===== src/rtl/riscv_run_ctrl_if.sv =====
// Run-controller bundle: GPIO control, core result words and the controller outputs.
// "slave" is the controller side and "master" is the harness/GPIO side.
interface riscv_run_ctrl_if #(
  parameter int unsigned CNT_W = 32
);
  logic [31:0]      ctrl_i;
  logic             finished_program_i;
  logic [31:0]      final_value_i;
  logic [31:0]      success_code_i;
  logic             core_rst_o;
  logic             enable_o;
  logic             stop_o;
  logic [2:0]       state_o;
  logic [CNT_W-1:0] cycle_count_o;
  logic             cycle_ovf_o;
  logic             pass_o;
  logic             fail_o;

  modport slave (
    input  ctrl_i, finished_program_i, final_value_i, success_code_i,
    output core_rst_o, enable_o, stop_o, state_o, cycle_count_o, cycle_ovf_o, pass_o, fail_o
  );

  modport master (
    output ctrl_i, finished_program_i, final_value_i, success_code_i,
    input  core_rst_o, enable_o, stop_o, state_o, cycle_count_o, cycle_ovf_o, pass_o, fail_o
  );
endinterface


===== src/rtl/riscv_run_ctrl.sv =====
// Run controller for the riscv32i test harness: edge-detected GPIO start/abort/soft-reset,
// level pause, cycle counting with saturation, optional watchdog, drain and pass/fail report.
// Optional macro RUN_CTRL_SIM_PRINT_EN adds end-of-run console messages (simulation only).
module riscv_run_ctrl #(
  parameter int unsigned CNT_W          = 32,
  parameter int unsigned DRAIN_CYCLES   = 30,
  parameter int unsigned TIMEOUT_CYCLES = 0,
  parameter int unsigned RST_HOLD       = 4
) (
  input logic             clk,
  input logic             reset,
  riscv_run_ctrl_if.slave bus
);

  typedef enum logic [2:0] {
    StIdle    = 3'd0,
    StRun     = 3'd1,
    StPause   = 3'd2,
    StDrain   = 3'd3,
    StDone    = 3'd4,
    StTimeout = 3'd5,
    StAborted = 3'd6
  } state_e;

  localparam int unsigned      HoldW       = $clog2(RST_HOLD + 1);
  localparam logic [HoldW-1:0] HoldInit    = HoldW'(RST_HOLD);
  localparam logic [CNT_W-1:0] DrainLast   = CNT_W'(DRAIN_CYCLES - 1);
  localparam logic [CNT_W-1:0] TimeoutLast = CNT_W'(TIMEOUT_CYCLES - 1);
  localparam bit               WdogEn      = (TIMEOUT_CYCLES != 0);

  state_e           state_q, state_d;
  logic [2:0]       ctrl_q, ctrl_d;
  logic             core_rst_q, core_rst_d;
  logic [HoldW-1:0] hold_q, hold_d;
  logic [CNT_W-1:0] cnt_q, cnt_d;
  logic             ovf_q, ovf_d;
  logic [CNT_W-1:0] drain_q, drain_d;
  logic             match_q, match_d;
  logic [2:0]       pulse;
  logic             unused_ctrl;

  assign unused_ctrl = ^bus.ctrl_i[31:4];

  // State register; reset holds the core in reset for RST_HOLD cycles after release.
  always_ff @(posedge clk or posedge reset) begin
    if (reset) begin
      state_q    <= StIdle;
      ctrl_q     <= '0;
      core_rst_q <= 1'b1;
      hold_q     <= HoldInit;
      cnt_q      <= '0;
      ovf_q      <= 1'b0;
      drain_q    <= '0;
      match_q    <= 1'b0;
    end else begin
      state_q    <= state_d;
      ctrl_q     <= ctrl_d;
      core_rst_q <= core_rst_d;
      hold_q     <= hold_d;
      cnt_q      <= cnt_d;
      ovf_q      <= ovf_d;
      drain_q    <= drain_d;
      match_q    <= match_d;
    end
  end

  // Next state: prioritised events (soft reset > abort > start > timeout > finish > pause).
  always_comb begin
    state_d    = state_q;
    ctrl_d     = bus.ctrl_i[2:0];
    core_rst_d = core_rst_q;
    hold_d     = hold_q;
    cnt_d      = cnt_q;
    ovf_d      = ovf_q;
    drain_d    = drain_q;
    match_d    = match_q;
    pulse      = bus.ctrl_i[2:0] & ~ctrl_q;

    if (core_rst_q) begin
      hold_d = hold_q - HoldW'(1);
      if (hold_q == HoldW'(1)) core_rst_d = 1'b0;
    end

    // The count advances on every edge that leaves RUN or DRAIN, including the exit edge.
    if (state_q == StRun || state_q == StDrain) begin
      if (&cnt_q) ovf_d = 1'b1;
      else        cnt_d = cnt_q + CNT_W'(1);
    end

    if (pulse[2]) begin
      state_d    = StIdle;
      cnt_d      = '0;
      ovf_d      = 1'b0;
      drain_d    = '0;
      match_d    = 1'b0;
      core_rst_d = 1'b1;
      hold_d     = HoldInit;
    end else if (pulse[1] &&
                 (state_q == StRun || state_q == StPause || state_q == StDrain)) begin
      state_d = StAborted;
    end else if (pulse[0] && !core_rst_q &&
                 (state_q == StIdle || state_q == StDone ||
                  state_q == StTimeout || state_q == StAborted)) begin
      state_d = StRun;
      cnt_d   = '0;
      ovf_d   = 1'b0;
      drain_d = '0;
      match_d = 1'b0;
    end else begin
      case (state_q)
        StRun: begin
          if (WdogEn && cnt_q == TimeoutLast) begin
            state_d = StTimeout;
          end else if (bus.finished_program_i) begin
            state_d = StDrain;
            drain_d = '0;
            match_d = (bus.final_value_i == bus.success_code_i);
          end else if (bus.ctrl_i[3]) begin
            state_d = StPause;
          end
        end
        StPause: begin
          if (!bus.ctrl_i[3]) state_d = StRun;
        end
        StDrain: begin
          if (drain_q == DrainLast) state_d = StDone;
          else                      drain_d = drain_q + CNT_W'(1);
        end
        default: ;
      endcase
    end
  end

  // Outputs decoded from registered state only.
  always_comb begin
    bus.core_rst_o    = core_rst_q;
    bus.enable_o      = (state_q == StRun || state_q == StDrain) && !core_rst_q;
    bus.stop_o        = (state_q == StDone || state_q == StTimeout || state_q == StAborted);
    bus.state_o       = state_q;
    bus.cycle_count_o = cnt_q;
    bus.cycle_ovf_o   = ovf_q;
    bus.pass_o        = (state_q == StDone) && match_q;
    bus.fail_o        = ((state_q == StDone) && !match_q) || (state_q == StTimeout);
  end

`ifdef RUN_CTRL_SIM_PRINT_EN
  // Announce each entry into DONE or TIMEOUT exactly once.
  always_ff @(posedge clk) begin
    if (!reset && state_d == StDone && state_q != StDone) begin
      if (match_d) $display("cycles=%0d TB FINISH:Test Passed (code 0x%08h)", cnt_d,
                            bus.success_code_i);
      else         $display("cycles=%0d TB FINISH:Test Failed (code 0x%08h)", cnt_d,
                            bus.success_code_i);
    end
    if (!reset && state_d == StTimeout && state_q != StTimeout) begin
      $display("TB FINISH:Timeout cycles=%0d", cnt_d);
    end
  end
`else
  // Default build is silent.
`endif

endmodule


===== src/flat_wrapper.sv =====
// flat-port wrapper written by rule: the top's interface ports become plain ports
module riscv_run_ctrl_flat 
#(
  parameter int unsigned CNT_W          = 32,
  parameter int unsigned DRAIN_CYCLES   = 30,
  parameter int unsigned TIMEOUT_CYCLES = 0,
  parameter int unsigned RST_HOLD       = 4
)
  (clk, reset, bus_ctrl_i, bus_finished_program_i, bus_final_value_i, bus_success_code_i, bus_core_rst_o, bus_enable_o, bus_stop_o, bus_state_o, bus_cycle_count_o, bus_cycle_ovf_o, bus_pass_o, bus_fail_o);
  riscv_run_ctrl_if #(.CNT_W(CNT_W)) bus_i ();
  input logic clk;
  input logic reset;
  input wire logic [$bits(bus_i.ctrl_i)-1:0] bus_ctrl_i;
  input wire logic [$bits(bus_i.finished_program_i)-1:0] bus_finished_program_i;
  input wire logic [$bits(bus_i.final_value_i)-1:0] bus_final_value_i;
  input wire logic [$bits(bus_i.success_code_i)-1:0] bus_success_code_i;
  output wire logic [$bits(bus_i.core_rst_o)-1:0] bus_core_rst_o;
  output wire logic [$bits(bus_i.enable_o)-1:0] bus_enable_o;
  output wire logic [$bits(bus_i.stop_o)-1:0] bus_stop_o;
  output wire logic [$bits(bus_i.state_o)-1:0] bus_state_o;
  output wire logic [$bits(bus_i.cycle_count_o)-1:0] bus_cycle_count_o;
  output wire logic [$bits(bus_i.cycle_ovf_o)-1:0] bus_cycle_ovf_o;
  output wire logic [$bits(bus_i.pass_o)-1:0] bus_pass_o;
  output wire logic [$bits(bus_i.fail_o)-1:0] bus_fail_o;
  assign bus_i.ctrl_i = bus_ctrl_i;
  assign bus_i.finished_program_i = bus_finished_program_i;
  assign bus_i.final_value_i = bus_final_value_i;
  assign bus_i.success_code_i = bus_success_code_i;
  assign bus_core_rst_o = bus_i.core_rst_o;
  assign bus_enable_o = bus_i.enable_o;
  assign bus_stop_o = bus_i.stop_o;
  assign bus_state_o = bus_i.state_o;
  assign bus_cycle_count_o = bus_i.cycle_count_o;
  assign bus_cycle_ovf_o = bus_i.cycle_ovf_o;
  assign bus_pass_o = bus_i.pass_o;
  assign bus_fail_o = bus_i.fail_o;
  riscv_run_ctrl #(.CNT_W(CNT_W), .DRAIN_CYCLES(DRAIN_CYCLES), .TIMEOUT_CYCLES(TIMEOUT_CYCLES), .RST_HOLD(RST_HOLD)) u_core (.clk(clk), .reset(reset), .bus(bus_i));
endmodule

===== config.mk =====
export PLATFORM = sky130hd
export DESIGN_NAME = riscv_run_ctrl_flat
export DESIGN_NICKNAME = d
export VERILOG_FILES = /design/src/rtl/riscv_run_ctrl_if.sv /design/src/rtl/riscv_run_ctrl.sv /design/src/flat_wrapper.sv
export SDC_FILE = /design/constraint.sdc
export NUM_CORES = 1
export LEC_CHECK = 0
export CAP_MARGIN = 5
export CORE_ASPECT_RATIO = 2
export CORE_MARGIN = 5
export CORE_UTILIZATION = 51
export DETAILED_ROUTE_END_ITERATION = 12
export PLACE_DENSITY = 0.88
export SETUP_SLACK_MARGIN = 0.05
export SYNTH_ARGS = -nofsm -noshare
export SYNTH_HDL_FRONTEND = slang
export SYNTH_SLANG_ARGS = --single-unit

===== constraint.sdc =====
create_clock -name clk -period 5.9 [get_ports clk]
set_clock_uncertainty 0.05 [all_clocks]
set_input_delay 1.18 -clock clk [delete_from_list [all_inputs] [get_ports clk]]
set_output_delay 1.18 -clock clk [all_outputs]
set_load 0.05 [all_outputs]

[Yosys cells after proc, flatten, opt, wreduce, memory -nomap -nowiden]
Cells that the tools add are included.
Storage, ports and cells
  logic and storage cells: 89
  bits in registers: 76
  output and inout bits: 41
  input bits: 99
Cells by class
  add/subtract/negate cells: 3
  equal/unequal tests: 15
  reductions and logical operators: 27
  multiplexer cells: 34
  bitwise operators: 2
Operators by type and width (number)
  two-way mux 32 bit: 10
  adder 32 x 1 -> 32 bit (second input constant): 2
  case mux 32 bit (2 select lines): 1
  equality test 32 bit: 1
  equality test 32 x 5 -> 1 bit (second input constant): 1
  AND reduction 32 bit: 1
  two-way mux 3 bit: 9
  two-way mux 1 bit: 13
  inequality test 5 x 4 -> 1 bit (second input constant): 2
  equality test 3 bit (second input constant): 3
  logical OR 1 bit: 9
  case mux 3 bit (3 select lines): 1
  inequality test 4 x 3 -> 1 bit (second input constant): 2
  AND reduction 4 bit: 2
  equality test 3 x 1 -> 1 bit (second input constant): 2
  equality test 3 x 2 -> 1 bit (second input constant): 2
  logical AND 1 bit: 6
  inequality test 6 x 5 -> 1 bit (second input constant): 1
  nonzero test 3 bit: 2
  nonzero test 6 bit: 1
  nonzero test 4 bit: 1
  bitwise AND 3 bit: 1
  zero test 3 bit: 1
  NOT 3 bit: 1
  other kinds (5): 6

[Depth between registers and ports, before layout]
Gate-level depths: netlist of run 1.
  word-level depth: 8
  mapped depth: 9
  gate-level depth less buffers: 8

[Worst setup path before layout of run 1]
Ideal clock, no wire load.
  kind: reg2out
  start: register u_core.state_q[1] (netlist: u_core.bus.state_o[1])
  end: output port bus_pass_o
  buffers on the path: 0
  data arrival time: 2.125 ns
  cell stages (with the launch flop): 3
  required time: 4.670 ns
  slack: 2.545 ns
  cell sequence: dfrtp_1 > nand2b_1 > nor3b_1
Between the ends
  word-level cells in the longest chain between the ends: 2
Ends and longest elaborated chain
  from (decl): RTL line riscv_run_ctrl.sv:31  | state_e state_q, state_d;
  from (signal assigned): RTL line riscv_run_ctrl.sv:47  | state_q <= StIdle;
  from (signal assigned): RTL line riscv_run_ctrl.sv:56  | state_q <= state_d;
  equality test 3 bit: RTL line riscv_run_ctrl.sv:142  | bus.pass_o = (state_q == StDone) && match_q;
  logical AND 1 bit: RTL line riscv_run_ctrl.sv:142
  to (decl): RTL line flat_wrapper.sv:23  | output wire logic [$bits(bus_i.pass_o)-1:0] bus_pass_o;
No other way between the ends.

[Worst setup path in the final report of run 1]
Ends and elaborated chain as after synthesis.

==> impl_metrics.yaml, run 1 <==
run_status:
  status: "complete, no violations"
logic_synthesis:
  synth_seq_cells: 76
  synthFlopType: "dfrtp_1"
  yosysTopAreaCellShare: 0.408
  synth_edf_count: 0
  yosysWarnings: 0
  ys_async_sr_fraction: 1.00
  synth_cell_types: 58
  avgSynthCellArea_sq_um: 8.97
  syn_nets: 610
  yosysSeqAreaShare: 0.420
  synth_area_leaders: "dfrtp_1 (41%), xor2_1 (8.9%), o21ai_0 (5.4%)"
  yosys.area.top_type: "dfrtp_1"
  synth_area_sq_um: 4540
  synth_cells: 506
cells_and_area:
  drive_gt1_frac: 0.0599
  layout.cells.non_filler: 718
  final_common_cell: "clkdlybuf4s50_1"
  postLayoutCellArea_sq_um: 6000
  diodes: 0
  n_fill_cell: 680
  nets: 717
  areaGrowthSynthToFinish_pct: 32.2
  final_cell_mix: "clkdlybuf4s50_1 (111), dfrtp_1 (74), o21ai_0 (49)"
detailed_routing:
  drt_first_pass_iters: 5
  vias_per_cell: 6.27
  wl_per_cell_um: 19.3
  ant_nets: 0
  drt_wl_total_um: 13800
  drt_iter0_markers: 387
  vias: 4500
  drc_errors: 0
placed_design:
  place_inst: 702
  gp_congestion: 0.920
  port-buffer-count: 111
  dp_hpwl_um: 10100
  place_area_sq_um: 5720
worst_hold_path:
  hold_path.class: "flip-flop to flip-flop"
cts:
  clk_latency_ns: 0.34
  clock_sinks: 76
  post_cts_buffers: 0
  clockBufferDepth: 2
  cts.clk_slew.worst_paths_ns: 0.06
  cts_tree: "yes"
  clockRootBuffer: "clkbuf_16"
  htreeDepth: 3
  cts_resized: 0
  cts_buffers: 9
  postCtsHoldBufs: 0
worst_setup_path:
  critical_path_class: "flip-flop to output pin"
  cp_max_fo: 9
  worst_setup_path_end_kind: "output pin"
  cp.arrival_ns: 2.28
  critPathTopFamily: "buffers and inverters"
  crit_required_ns: 4.67
  cp_num_buf_inv: 1
  crit_chain: "nand2b_1, nor3b_1, clkdlybuf4s50_1"
  cp_slowest_stage_delay_ns: 0.87
  start_kind: "flip-flop"
  slowest_stage: "clkdlybuf4s50_1"
sta:
  fmax_mhz: 285
  setup_tns_ns: 0
  rsz0062_at_grt: "false"
  fin_crit_ns: 3.51
  finalMaxSlewViolations: 0
  hold_viol_final: 0
  worst-slew-pin-transition_ns: 1.09
  hold_slack_ns: 0.456
  finalSetupViolCount: 0
  timing.slew.headroom: 0.272
  min_period_over_period: 0.595
power_and_ir_drop:
  p_clk_frac: 0.304
  power.total_mw: 1.71
  p_per_area_nw_per_um2: 284
  peakVddDrop_v: 0.000266
  power_frac_comb: 0.332
  switching_share: 0.371
  intPower_mw: 1.07
  p_sw_mw: 0.632
  power.leakage_nw: 2.36
  share_seq_of_total_power: 0.364
die:
  die_y_um: 143
  row_count: 48
  start_util: 0.525
  io_pins: 140
  die-area_sq_um: 11000
  coreArea_sq_um: 8650
  die_w_um: 76.7
grt:
  first_global_vias: 4712
  grt_start_max_net_pins: 77
  grt_pass1_wl_um: 22300
  overflow: 0
  grt_usage: 0.251
  antenna_found_initial: 0
run:
  cap_violations: 0
-- power groups by stage --
stage	clock [mW]	combinational [mW]	sequential (mW)
2_1_floorplan	0	0.318	0.672
3_3_place_gp	0	0.535	0.623
3_5_place_dp	0	0.559	0.628
4_1_cts	0.523	0.564	0.620
5_1_grt	0.547	0.609	0.628
6_report	0.519	0.565	0.621
-- area by class of cell --
cell class / count / area [sq um] / area share
clock buffers: 12 / 256 / 0.0428
clock inverters: 4 / 25.0 / 0.00417
inverters: 12 / 45.0 / 0.00751
multi-input cells: 401 / 2520 / 0.420
flip-flops and latches: 76 / 1900 / 0.317
well taps: 100 / 125 / 0.0209
repair buffers: 113 / 1130 / 0.188
-- metrics by stage --
| step | utilization | worst slack (ns) |
|---|---|---|
| final | 0.694 | 2.39 |
| after global routing | 0.694 | 2.29 |
| after CTS | 0.694 | 2.38 |
| after detailed placement | 0.661 | 2.27 |
| after global placement | 0.661 | 2.34 |
| after floorplan | - | 2.55 |
-- sequential cells by signal, summed over array words and instances, names as in the netlist --
name / flops
u_core.hold_q: 3
u_core.bus.state_o: 3
u_core.ctrl_q: 3
u_core.match_q: 1
u_core.drain_q: 32
u_core.bus.cycle_ovf_o: 1
u_core.bus.cycle_count_o: 32
u_core.bus.core_rst_o: 1
-- cells in the mapped netlist, types with 6 or more instances --
library cell   n
o31ai_1        7
nand4_1       26
o21ai_0       49
xnor2_1       13
and3_1        10
nand3_1       22
dfrtp_1       74
or3_1         12
nor3_1        12
nand2_1       34
and4_1         6
a31oi_1        7
nor2_1        47
inv_1         12
xor2_1        46
a21oi_1       26
clkbuf_1      10
nor4_1        22
-- worst paths after layout --
kind	from	to	slack [ns]	cells past startpoint
worst min register to register	u_core.drain_q[31]$_DFFE_PP0P_	u_core.drain_q[31]$_DFFE_PP0P_	0.46	1
worst max-delay path	u_core.bus.state_o[1]$_DFFE_PP0P_	bus_pass_o	2.39	3
min in group asynchronous	reset	u_core.drain_q[20]$_DFFE_PP0P_	1.41	3
max in group asynchronous	reset	u_core.match_q$_DFFE_PP0P_	3.76	3
worst max register to register	u_core.bus.cycle_count_o[0]$_DFF_PP0_	u_core.bus.cycle_count_o[13]$_DFF_PP0_	3.15	7
worst min-delay path	u_core.drain_q[31]$_DFFE_PP0P_	u_core.drain_q[31]$_DFFE_PP0P_	0.46	1
-- logic make-up (layout without fill, tap and decap cells) --
logic type | after synthesis | after routing | share of synthesized area
AO/OA/AOI/OAI | 114 | 114 | 0.153
XOR/XNOR | 59 | 59 | 0.114
adder cells (fa/ha/maj) | 5 | 5 | 0.0138
multiplexers | 3 | 3 | 0.00689
AND/OR/NAND/NOR | 220 | 220 | 0.268
buffers and inverters | 29 | 141 | 0.0254
flip-flops | 76 | 76 | 0.420
-- routing by layer --
layer | up-vias | share of wire | track usage
li1 | 2073 | - | -
met1 | 2159 | 0.36 | 0.260
met3 | 65 | 0.049 | 0.0408
met4 | 0 | 0.044 | 0.145
met5 | - | 0 | 0
met2 | 203 | 0.55 | 0.468
(Power assumes the default switching activity.)
==> run 2: changes to the inputs <==
- CORE_UTILIZATION: 51 -> 47
- PLACE_DENSITY: 0.88 -> 0.82
- clock period: 5.9 -> 3.5 ns (I/O delays scaled with it)
==> impl_metrics.yaml, run 2 (synthesized netlist as in run 1, its figures left out) <==
run_status:
  status: "complete, no violations"
grt:
  antenna_found_initial: 0
  first_global_vias: 4646
  grt_usage: 0.234
  grt_pass1_wl_um: 21800
  overflow: 0
  grt_start_max_net_pins: 77
sta:
  hold_viol_final: 0
  rsz0062_at_grt: "false"
  worst-slew-pin-transition_ns: 0.871
  fmax_mhz: 327
  timing.slew.headroom: 0.414
  timing.final.ws_setup_ns: 0.443
  finalSetupViolCount: 0
  fin_crit_ns: 3.06
  finalMaxSlewViolations: 0
  min_period_over_period: 0.874
  setup_tns_ns: 0
die:
  die_w_um: 79.5
  io_pins: 140
  die_y_um: 149
  die-area_sq_um: 11800
  row_count: 50
  start_util: 0.483
  coreArea_sq_um: 9380
cts:
  htreeDepth: 3
  clk_latency_ns: 0.34
  cts_buffers: 9
  clockBufferDepth: 2
  clockRootBuffer: "clkbuf_16"
  clock_sinks: 76
  post_cts_buffers: 0
  cts.clk_slew.worst_paths_ns: 0.06
  postCtsHoldBufs: 0
  cts_tree: "yes"
  cts_resized: 0
cells_and_area:
  nets: 721
  diodes: 0
  final_common_cell: "clkdlybuf4s50_1"
  areaGrowthSynthToFinish_pct: 34.6
  n_fill_cell: 748
  drive_gt1_frac: 0.0659
  postLayoutCellArea_sq_um: 6110
  final_cell_mix: "clkdlybuf4s50_1 (111), dfrtp_1 (74), o21ai_0 (49)"
detailed_routing:
  drt_wl_total_um: 13600
  drt_first_pass_iters: 5
  wl_per_cell_um: 18.7
  ant_nets: 0
  vias: 4517
  drc_errors: 0
  drt_iter0_markers: 266
  vias_per_cell: 6.22
worst_setup_path:
  critical_path_class: "flip-flop to output pin"
  crit_required_ns: 2.75
  r2r_start: "u_core.bus.state_o[0]$_DFFE_PP0P_"
  critPathLaunch: "u_core.bus.state_o[1]$_DFFE_PP0P_"
  worst_setup_path_end_kind: "output pin"
  start_kind: "flip-flop"
  cp.arrival_ns: 2.31
  cp_max_fo: 9
worst_hold_path:
  hold_start: "u_core.bus.cycle_ovf_o$_DFF_PP0_"
  hold_path.class: "flip-flop to flip-flop"
run:
  cap_violations: 0
placed_design:
  pre_cts_slack_ns: 0.470
  place_area_sq_um: 5770
  dp_hpwl_um: 10200
  gp_congestion: 0.924
  port-buffer-count: 111
power_and_ir_drop:
  power.leakage_nw: 2.42
  peakVddDrop_v: 0.000352
  p_per_area_nw_per_um2: 505
run 2: changes by cell type in the layout (fill, tap and decap cells not counted), sizes merged:
| cell | before | now |
|---|---|---|
| clkinvlp | 2 | 0 |
| buf | 2 | 6 |
| bufinv | 0 | 3 |
| clkinv | 2 | 3 |
| clkbuf | 12 | 10 |
run 2: power by group:
group / internal [mW] / switching, mW
sequential: 0.943 / 0.100
clock: 0.698 / 0.377
combinational: 0.362 / 0.603
total: 2.00 / 1.08
run 2: path summary, 6_finish.rpt:
path	endpoint	slack, ns	cells past startpoint
max reg2reg	u_core.drain_q[25]$_DFFE_PP0P_	0.86	6
max	bus_pass_o	0.44	3
min in group asynchronous	u_core.bus.cycle_count_o[3]$_DFF_PP0_	0.73	3
max in group asynchronous	u_core.bus.core_rst_o$_DFF_PP1_	2.33	3
min	u_core.bus.cycle_ovf_o$_DFF_PP0_	0.46	2
min reg2reg	u_core.bus.cycle_ovf_o$_DFF_PP0_	0.46	2
run 2: cell type report:
cell class	count	area [sq um]	area share
clock buffers	10	229	0.0375
repair buffers	117	1170	0.191
well taps	104	130	0.0213
inverters	12	45.0	0.00738
flip-flops and latches	76	1900	0.312
clock inverters	6	113	0.0184
multi-input cells	401	2520	0.412
run 2: metrics by stage:
stage               instances  total power, mW  utilization  hold WS [ns]
finish                    726             3.08        0.651         0.455
global route              726             3.21        0.651         0.486
CTS                       726             3.09        0.651         0.457
detailed placement        710             2.02        0.614         0.444
global placement          710             1.98        0.614         0.430
floorplan                 506             1.67            -         0.396
run 2: worst max-delay path: stages (launching register included):
cell,delay [ns]
dfrtp_1,0.49
nand2b_1,0.27
nor3b_1,0.32
clkdlybuf4s50_1,0.88
run 2: layer usage:
metal | up-vias | part of all wire | GRT usage
li1 | 2082 | - | -
met1 | 2196 | 0.36 | 0.242
met2 | 194 | 0.55 | 0.430
met3 | 45 | 0.054 | 0.0472
met4 | 0 | 0.039 | 0.121
met5 | - | 0 | 0
